[config.mk]
export PLATFORM = sky130hd
export DESIGN_NAME = icache_param
export DESIGN_NICKNAME = d
export VERILOG_FILES = /design/src/rtl/icache_param.sv
export SDC_FILE = /design/constraint.sdc
export NUM_CORES = 2
export LEC_CHECK = 0
export ABC_CLOCK_PERIOD_IN_PS = 9600
export CORE_ASPECT_RATIO = 2
export CORE_UTILIZATION = 50
export CTS_CLUSTER_DIAMETER = 150
export DETAILED_ROUTE_END_ITERATION = 8
export DONT_BUFFER_PORTS = 1
export SYNTH_ARGS = -nofsm -noshare
export SYNTH_HDL_FRONTEND = slang
export SYNTH_SLANG_ARGS = --single-unit
[constraint.sdc]
create_clock -name CLK -period 9.6 [get_ports CLK]
set_input_delay 1.44 -clock CLK [delete_from_list [all_inputs] [get_ports CLK]]
set_output_delay 1.44 -clock CLK [all_outputs]
set_load 0.005 [all_outputs]
[src/rtl/icache_param.sv]
// Direct-mapped instruction cache with multi-word blocks, a block-fill FSM,
// whole-cache flush and saturating hit/miss counters.
module icache_param #(
    parameter int SETS  = 16,
    parameter int WORDS = 2,
    parameter int CNTW  = 32
) (
    input  logic            CLK,
    input  logic            RST,
    input  logic            imemREN,
    input  logic [31:0]     imemaddr,
    output logic            ihit,
    output logic [31:0]     imemload,
    input  logic            flush,
    output logic            iREN,
    output logic [31:0]     iaddr,
    input  logic            iwait,
    input  logic [31:0]     iload,
    output logic [CNTW-1:0] hit_count,
    output logic [CNTW-1:0] miss_count
);

    localparam int OFFB = $clog2(WORDS);
    localparam int IDXB = $clog2(SETS);
    localparam int TAGW = 30 - OFFB - IDXB;
    localparam int KW   = (OFFB > 0) ? OFFB : 1;
    localparam int DW   = OFFB + IDXB;
    localparam logic [KW-1:0] LAST_K = KW'(WORDS - 1);

    localparam logic [0:0] IDLE = 1'b0;
    localparam logic [0:0] FILL = 1'b1;

    logic [0:0]      state;
    logic [SETS-1:0] valid;
    logic [TAGW-1:0] tags [SETS];
    logic [31:0]     data [SETS*WORDS];
    logic [TAGW-1:0] fill_tag;
    logic [IDXB-1:0] fill_idx;
    logic [KW-1:0]   k;

    logic [29:0]     waddr;
    logic [IDXB-1:0] idx;
    logic [TAGW-1:0] tag;
    logic [DW-1:0]   rd_ix;
    logic [DW-1:0]   wr_ix;
    logic            hit_raw;
    logic            miss_start;
    logic            fill_we;
    logic            fill_done;

    assign waddr = imemaddr[31:2];
    assign idx   = waddr[OFFB +: IDXB];
    assign tag   = waddr[29 -: TAGW];
    assign rd_ix = waddr[DW-1:0];

    // {fill_idx, k} with the word-offset field dropped when blocks are one word
    assign wr_ix = DW'({fill_idx, k} >> (KW - OFFB));

    assign hit_raw    = valid[idx] && (tags[idx] == tag);
    assign ihit       = (state == IDLE) && imemREN && !flush && hit_raw;
    assign imemload   = data[rd_ix];
    assign miss_start = (state == IDLE) && imemREN && !hit_raw && !flush;

    // Memory side depends only on registered fill state, never on imemaddr
    assign iREN      = (state == FILL);
    assign iaddr     = {fill_tag, wr_ix, 2'b00};
    assign fill_we   = (state == FILL) && !iwait;
    assign fill_done = fill_we && (k == LAST_K) && !flush && !RST;

    always_ff @(posedge CLK) begin
        if (fill_we) begin
            data[wr_ix] <= iload;
        end
        if (fill_done) begin
            tags[fill_idx] <= fill_tag;
        end
    end

    always_ff @(posedge CLK) begin
        if (RST) begin
            state      <= IDLE;
            valid      <= '0;
            k          <= '0;
            fill_tag   <= '0;
            fill_idx   <= '0;
            hit_count  <= '0;
            miss_count <= '0;
        end else begin
            if (ihit && (hit_count != '1)) begin
                hit_count <= hit_count + 1'b1;
            end
            if (flush) begin
                valid <= '0;
                state <= IDLE;
                k     <= '0;
            end else if (state == IDLE) begin
                if (miss_start) begin
                    state      <= FILL;
                    fill_tag   <= tag;
                    fill_idx   <= idx;
                    k          <= '0;
                    valid[idx] <= 1'b0;
                    if (miss_count != '1) begin
                        miss_count <= miss_count + 1'b1;
                    end
                end
            end else begin
                if (!iwait) begin
                    if (k == LAST_K) begin
                        valid[fill_idx] <= 1'b1;
                        state           <= IDLE;
                        k               <= '0;
                    end else begin
                        k <= k + 1'b1;
                    end
                end
            end
        end
    end

endmodule
==> flow_summary.ini <==
[route]
highest-signal-layer = met4
vias = 29645
drt-total-wl_um = 152800
routedLengthMet1_um = 55010
detail_route.wl_per_cell_um = 32.49
wl_met2_um = 82090
routed-wl-met3_um = 9978
drt_iter0_markers = 2448
ant_nets = 0
drtPass1Iterations = 9
drc = 28
via_per_inst = 6.301

[power_and_ir_drop]
power_frac_comb_pct = 2.9
p_seq_share_pct = 54.9
finalPower_mw = 13.35
pwr-share-clk_pct = 42.1
vdd_drop_max_mv = 0.1752
p_int_mw = 10.73
power.density_cell_area_mw_per_mm2 = 199.6
p_sw_mw = 2.626
p_leak_nw = 21.43
swShare_pct = 19.66

[sta]
period_needed_ns = 6.913
fin_setup_tns_ns = 0
fmax_ghz = 0.1447
hold_viol = 0
grt_setup_unrepaired = false
fin_skew_ns = 0.02133
setup_viol = 0
fin_crit_sh_pct = 72.01
worst_pin_slew_ns = 1.415
slew_headroom_pct = 5.694
report.final.slew_viol_count = 0

[logic_synthesis]
synth_cell_type_count = 71
syn_area_per_cell_um2 = 20.05
synth_area_leaders = edfxtp_1 71%, mux4_2 15%, dfxtp_1 3.7%
synth-seq-area-share_pct = 74.51
synth_edf_count = 1424
yosysWarnings = 0
ys.flop_type = edfxtp_1
ys_ff_latch = 1535
ys_async_sr_fraction_pct = 0
syn-cell-area_mm2 = 0.06037
yosysTopAreaCellShare_pct = 70.83
synth_top_cell_by_area = edfxtp_1
synth_cells = 3011

[layout]
mostFrequentLayoutCell = edfxtp_1
drive_gt1_share_pct = 23.63
areaGrowthSynthToFinish_pct = 10.83
final_cell_mix = 1424 x edfxtp_1, 394 x mux4_2, 156 x nand2_1, 142 x clkbuf_16, 116 x mux2i_1
utilization_pct = 55.74
nets = 3115
final_area_mm2 = 0.06691

[clocking]
cts_resized = 0
insertion_delay_ns = 0.75
cts-htree-levels = 4
cts_tree = done
clock_path_buffers = 3
clock-sinks = 1535
cts_root_buf = clkbuf_16
numCtsBuffers = 135
holdBufCountCts = 0
clk_pin_slew_ns = 0.07
postCtsSetupBuffers = 0

[floorplanning]
core_area_mm2 = 0.1200
die-area_mm2 = 0.1222
initial_core_util_pct = 50.29
rows = 180
die_h_um = 493.4
boundaryPins = 199
die_w_um = 247.7

[critical_path]
crit_path_start_kind = input pin
worstSetupEndpoint = ihit
crit_type = input pin to output port
startpoint = imemaddr[4]
crit_fanout = 351
cp-end-kind = output port
reg2reg_to = miss_count[21]$_SDFFE_PP0P_
reg2regPathDepth = 9
critPathRequiredTime_ns = 8.16
crit_arrival_ns = 5.47
r2r_slack_ns = 4.96
r2r-start = tags[10][16]$_DFFE_PP_

[global_routing]
track_usage_pct = 25.43
antenna_found_initial = 1
grt_max_degree = 352
grt_pass1_vias = 31120
grt_pass1_wl_um = 217500
grt_overflow = 0

[job]
max_cap_viol_count = 0

[placed_design]
place_hpwl_um = 80700
port_buffers = 0
gp_congestion = 0.8511
place_area_mm2 = 0.06235

[status]
status = finished, violations left
violations = DRC

[worst_hold_path]
hold_start = valid[13]$_SDFFE_PP0P_
hold_path_class = flop to flop
cell usage after synthesis (16+ instances only):
cell         n
clkbuf_1   105
mux2_2      31
nand4_1     16
edfxtp_1  1424
mux4_2     394
nand3_1     42
mux2i_1    116
buf_2       21
nor2b_1     49
dfxtp_1    111
a21oi_1     31
or3_1       16
and3_1      16
mux2_1      16
o21ai_0     31
inv_1       22
buf_4       17
nor2_1     154
nor3_1      32
nand2_1    156
per-stage QoR:
step	hold slack (ns)	setup slack, ns	cells
global placement	0.4882	3.291	4454
CTS	0.5015	3.564	4704
detailed placement	0.4926	3.424	4454
floorplan	0.4732	4.122	3012
global route	0.5205	2.981	4705
finish	0.4988	2.687	4705
cells by family after synthesis:
logic type | Yosys count | synth area share, %
AO/OA/AOI/OAI | 154 | 1.753
XOR/XNOR | 28 | 0.4062
AND/OR/NAND/NOR | 547 | 4.377
multiplexers | 557 | 17.50
other | 1 | 0.006211
flip-flops | 1535 | 74.51
adder cells (fa/ha/maj) | 2 | 0.04144
buffers and inverters | 187 | 1.411
cell type report:
| cell class | count | area (um^2) |
|---|---|---|
| multi-input cells | 1290 | 14900 |
| diodes | 1 | 2.502 |
| clock buffers | 179 | 3712 |
| fillers | 9035 | 53130 |
| repair buffers | 58 | 435.4 |
| clock inverters | 71 | 843.3 |
| flip-flops and latches | 1535 | 44980 |
| inverters | 24 | 93.84 |
| well taps | 1547 | 1936 |
layer usage:
layer	global-route usage, %	vias to the layer above
met3	5.301	269
met5	0	-
met1	29.87	15993
met2	45.32	1000
met4	9.676	0
li1	-	12383
worst max-delay path: stages:
cell and delay, ns:
nor2b_1 1.06, buf_4 0.35, a22o_1 0.19, nor3_1 0.08, or4_1 0.46, a222oi_1 0.55, and2_2 0.31, nand2_1 0.06
nor3_1 0.35
worst min path at each step:
stage                                   to  cells past startpoint  slack [ns]
floorplan            valid[3]$_SDFFE_PP0P_                      2        0.47
global placement    valid[10]$_SDFFE_PP0P_                      2        0.49
detailed placement  valid[13]$_SDFFE_PP0P_                      2        0.49
CTS                 valid[10]$_SDFFE_PP0P_                      2        0.50
global route        valid[10]$_SDFFE_PP0P_                      2        0.52
finish              valid[13]$_SDFFE_PP0P_                      2        0.50
flip-flops by register name, indices dropped and copies added, names as in the netlist:
signal      flops
hit_count      32
valid          16
tags          400
k               1
fill_tag       25
data         1024
miss_count     32
iREN            1
fill_idx        4
power groups by stage:
stage               sequential (mW)  combinational (mW)  clock (mW)
floorplan                      7.47               0.379           0
global placement               7.48               0.386           0
detailed placement             7.48               0.390           0
CTS                            7.34               0.392        5.73
global route                   7.34               0.411        5.95
finish                         7.34               0.392        5.63
(Power assumes the default switching activity.)
